`src/rtl/fifo_pkt_reader.sv`:
```
// Read-side packet parser behind a first-word-fall-through FIFO.
// Pops length-prefixed, checksummed packets and streams the payload with sop/eop markers.
module fifo_pkt_reader #(
   parameter int WIDTH = 8,
   parameter int CNT_W = 16
) (
   input  logic             rd_clk,
   input  logic             reset,
   input  logic [WIDTH-1:0] rd_data,
   input  logic             rd_empty,
   output logic             rd_en,
   output logic [WIDTH-1:0] out_data,
   output logic             out_valid,
   input  logic             out_ready,
   output logic             out_sop,
   output logic             out_eop,
   output logic             pkt_done,
   output logic             pkt_err,
   output logic [CNT_W-1:0] pkt_cnt,
   output logic [CNT_W-1:0] err_cnt
);

   typedef enum logic [1:0] {S_LEN, S_DATA, S_SUM} state_t;

   state_t           state;
   state_t           state_next;
   logic [WIDTH-1:0] remain;
   logic [WIDTH-1:0] acc;
   logic [WIDTH-1:0] sum_c;
   logic             first_byte;
   logic             out_free;
   logic             pop_len;
   logic             pop_data;
   logic             pop_sum;

   assign sum_c = acc + rd_data;

   always_ff @(posedge rd_clk) begin
      if (reset) state <= S_LEN;
      else       state <= state_next;
   end

   // Pops in S_DATA and S_SUM wait for a free output register so status never overtakes the eop byte.
   always_comb begin
      state_next = state;
      pop_len    = 1'b0;
      pop_data   = 1'b0;
      pop_sum    = 1'b0;
      out_free   = !out_valid || out_ready;
      if (!reset) begin
         case (state)
            S_LEN: begin
               pop_len = !rd_empty;
               if (pop_len) state_next = (rd_data == '0) ? S_SUM : S_DATA;
            end
            S_DATA: begin
               pop_data = !rd_empty && out_free;
               if (pop_data && remain == WIDTH'(1)) state_next = S_SUM;
            end
            S_SUM: begin
               pop_sum = !rd_empty && out_free;
               if (pop_sum) state_next = S_LEN;
            end
            default: state_next = S_LEN;
         endcase
      end
      rd_en = pop_len || pop_data || pop_sum;
   end

   always_ff @(posedge rd_clk) begin
      if (reset) begin
         out_data   <= '0;
         out_valid  <= 1'b0;
         out_sop    <= 1'b0;
         out_eop    <= 1'b0;
         pkt_done   <= 1'b0;
         pkt_err    <= 1'b0;
         pkt_cnt    <= '0;
         err_cnt    <= '0;
         acc        <= '0;
         remain     <= '0;
         first_byte <= 1'b0;
      end else begin
         pkt_done <= 1'b0;
         pkt_err  <= 1'b0;
         if (pop_data) begin
            out_valid  <= 1'b1;
            out_data   <= rd_data;
            out_sop    <= first_byte;
            out_eop    <= (remain == WIDTH'(1));
            acc        <= sum_c;
            remain     <= remain - WIDTH'(1);
            first_byte <= 1'b0;
         end else if (out_ready) begin
            out_valid <= 1'b0;
         end
         if (pop_len) begin
            remain     <= rd_data;
            acc        <= rd_data;
            first_byte <= 1'b1;
         end
         // A packet is good when length, payload and checksum sum to zero.
         if (pop_sum) begin
            pkt_done <= 1'b1;
            pkt_err  <= (sum_c != '0);
            pkt_cnt  <= pkt_cnt + CNT_W'(1);
            if (sum_c != '0) err_cnt <= err_cnt + CNT_W'(1);
         end
      end
   end

endmodule

```
`config.mk`:
```
export PLATFORM = sky130hd
export DESIGN_NAME = fifo_pkt_reader
export DESIGN_NICKNAME = d
export VERILOG_FILES = /design/src/rtl/fifo_pkt_reader.sv
export SDC_FILE = /design/constraint.sdc
export NUM_CORES = 1
export LEC_CHECK = 0
export CAP_MARGIN = 0
export CORE_UTILIZATION = 55
export CTS_BUF_LIST = sky130_fd_sc_hd__clkbuf_16
export DETAILED_ROUTE_END_ITERATION = 10
export PLACE_DENSITY_LB_ADDON = 0.1
export RECOVER_POWER = 50
export SKIP_LAST_GASP = 1
export SLEW_MARGIN = 15
export SYNTH_ARGS = -nofsm -noshare
export SYNTH_HDL_FRONTEND = slang
export SYNTH_SLANG_ARGS = --single-unit
```
`constraint.sdc`:
```
create_clock -name rd_clk -period 8.4 [get_ports rd_clk]
set_clock_uncertainty 0.15 [all_clocks]
set_input_delay 1.26 -clock rd_clk [delete_from_list [all_inputs] [get_ports rd_clk]]
set_output_delay 1.26 -clock rd_clk [all_outputs]
set_load 0.02 [all_outputs]
```
==> metrics <==
run status=completed; initial antenna violation count=0; # diodes=0; Die H=77.9 um; compound-gate portion of the synthesized area=0.183; H-tree levels=3; Hold WC Path Type=register to register; Hold-fix buffers, CTS=0; Synth Cell Area=~0.0032 mm^2; num rows=27; first-pass GRT wire length=~13000 um; register area=around 0.0013 mm^2; MaxCap Viol Count=0; post-synthesis mux area share=0.0107; CTS resizes=0; number of synthesized flops with an enable pin=0; Filler cells=about 460; DIE WIDTH=roughly 80 um; FF-to-FF path depth=10; fin area=a little over 0.004 mm^2; Total Wirelength=7580 um; syn nets=413; met1 Usage GRT=0.347; GRT overflow=0; CTS clock-pin slew for the worst setup and hold paths=about 50 ps; R2R Setup Slk=a little over 5000 ps; adder-cell area share of the yosys netlist=0.0498; area occupied by multi-input gates=0.00175 mm^2; flops & latches, synth=64; Fin. Hold Viols=0; post-route setup TNS=0 ps; full die area=a little over 0.006 mm^2; NumNets Final=between 400 and 500; dpl cell area=about 0.0038 mm^2; layout cells sized above 1=0.0538; violation count after the first detailed-route iteration=between 300 and 400; hold endpoint=out_data[3]; final-report max-slew violation count=0; Root Driver=clkbuf_16; largest net degree at the start of global routing=66; synth cell count leaders=64 x dfxtp_1, 53 x nand2_1, 39 x nor2_1; WP data arrival=3970 ps; Worst R2R Start=acc[0]; vias in the first global route=2652; total number of vias=3030; sequential area share after synthesis=0.404; Gate Count Post-Synth=~390; cell accounting for the most synthesized area=dfxtp_1; area growth from synthesis to layout=27.3%; crit-path max FO=21; WP buf/inv=2; Distinct cells, synth=48; wire per inst=14.6 um; final setup vio count=0; Pre-antenna DRT Iters=7; core area=between 0.005 and 0.006 mm^2; actual slew at the worst max-slew pin=a little under 900 ps; kind of critical path=input pin to primary output; Most Crowded Layer GR=met2; hpwl dp=4970 um; Req. time, crit path=about 7000 ps; Placer Congestion=roughly 0.85; RSZ-0062 raised after global routing=no; reg2reg end=err_cnt[6]; most used cell, CP=nor2_1; CP Launch Type=input pin; CP top delay family=simple AND/OR/NAND/NOR gates; post-synth top area share=0.404; power density cells=about 190 mW/mm^2; Clock Tree Buf Depth=2; Max IR drop VDD=110 uV; fraction of the cycle the final worst path needs=0.640; relative max-transition margin=0.422; met3 Use GR=0.0659; warnings from Yosys=0; IO Pins=58; Peak Freq=186 MHz; Max stage delay on crit path=around 690 ps; post-route ant nets=0; postcts setup bufs=0; total CTS buffers=9; worst hold stages=2; Post-synth ARST share=0; minimum clock period=between 5000 and 6000 ps; CTS tree=done; ys flop type=dfxtp_1; Crit-path slowest cell=and3_1; clock sink total=64; XOR/XNOR Fraction of Synth Area=0.0498; # port buffers=57; met2 Use GR=0.413; via-per-instance ratio=roughly 5.8; largest family of logic cells by synthesized area=simple AND/OR/NAND/NOR gates; Leak=between 0.0015 and 0.002 uW; count leader, synth=dfxtp_1; top area cells in the synthesized netlist=dfxtp_1 40%, nand2_1 6.3%, a21oi_1 5.2%; origin of the worst min-delay path=out_data[3]; GRT Overall Usage=0.263; Post-Synth Simple-Gate Area=0.258; worst path cell trace=dlygate4sd3_1, nor2_1, and3_1, nor2_1, nand2_1, clkdlybuf4s50_1; crit path capture type=primary output; Initial Util=0.572; DRC Markers=0; Skew-Pair Late Insertion Delay=roughly 330 ps; Avg Cell Area, Syn=roughly 8.1 um^2
==> flip-flops by register name, indices dropped and copies added, names as in the netlist, 2 cells and up <==
register  count
acc           8
err_cnt      16
out_data      8
pkt_cnt      16
remain        8
state         2
==> worst reg2reg max path, stage by stage, from the launching register on <==
cell and delay, ps:
dfxtp_1 330, ha_1 170, inv_1 50, fa_1 400, nor2b_1 210, o21ai_0 140, xnor2_1 160, nor3_1 290
and3_1 780, nor4_1 150, mux2_2 310
==> through the flow <==
stage	worst slack, ps	std cells	hold WS, ps	util	total power [uW]
after floorplan	4470	389	279	-	384
after global placement	3170	502	291	0.678	408
after detailed placement	3090	502	298	0.678	410
after CTS	3080	518	304	0.728	759
after global routing	2890	518	324	0.728	789
final	3020	518	299	0.728	755
==> layout make-up <==
cell class	count	share of cell area
Inverter	15	0.0140
Timing Repair Buffer	59	0.144
Sequential cell	64	0.318
Clock buffer	9	0.0558
Tap cell	72	0.0223
Multi-Input combinational cell	292	0.433
Clock inverter	7	0.0136
==> layer usage <==
layer	routed length [um]	vias to the layer above	share of wire
li1	-	1518	-
met1	3470	1385	0.46
met2	3520	111	0.46
met3	466	16	0.061
met4	125	0	0.016
met5	0	-	0
==> cell families (layout without fill, tap and decap cells) <==
logic type	Yosys count	count (layout)
simple gates	167	167
compound gates	92	92
flops	64	64
buf+inv	33	90
xor+xnor	18	18
fa+ha+maj	12	12
mux	3	3
==> layout by cell type, fill, tap and decap left out, types with 11 or more instances in the layout <==
master and instances:
dlygate4sd3_1 47, a31oi_1 11, dfxtp_1 64, a21oi_1 33
nor2_1 39, nand3_1 15, inv_1 16, xor2_1 12
nand2_1 53, o21ai_0 17, ha_1 11
==> where the power goes <==
part	internal, uW	leakage [uW]	switching [uW]
combinational	33.0	0.000945	52.2
clock	224	0.000147	126
sequential	313	0.000518	7.13
total	570	0.00161	186
==> worst max-delay path by stage <==
stage | cells past startpoint | from | end | slack [ps]
floorplan | 6 | rd_empty | rd_en | 4470
global placement | 7 | reset | rd_en | 3170
detailed placement | 7 | reset | rd_en | 3090
CTS | 7 | reset | rd_en | 3080
global route | 7 | reset | rd_en | 2890
finish | 6 | rd_empty | rd_en | 3020
Power figures use the tool's default switching activity.
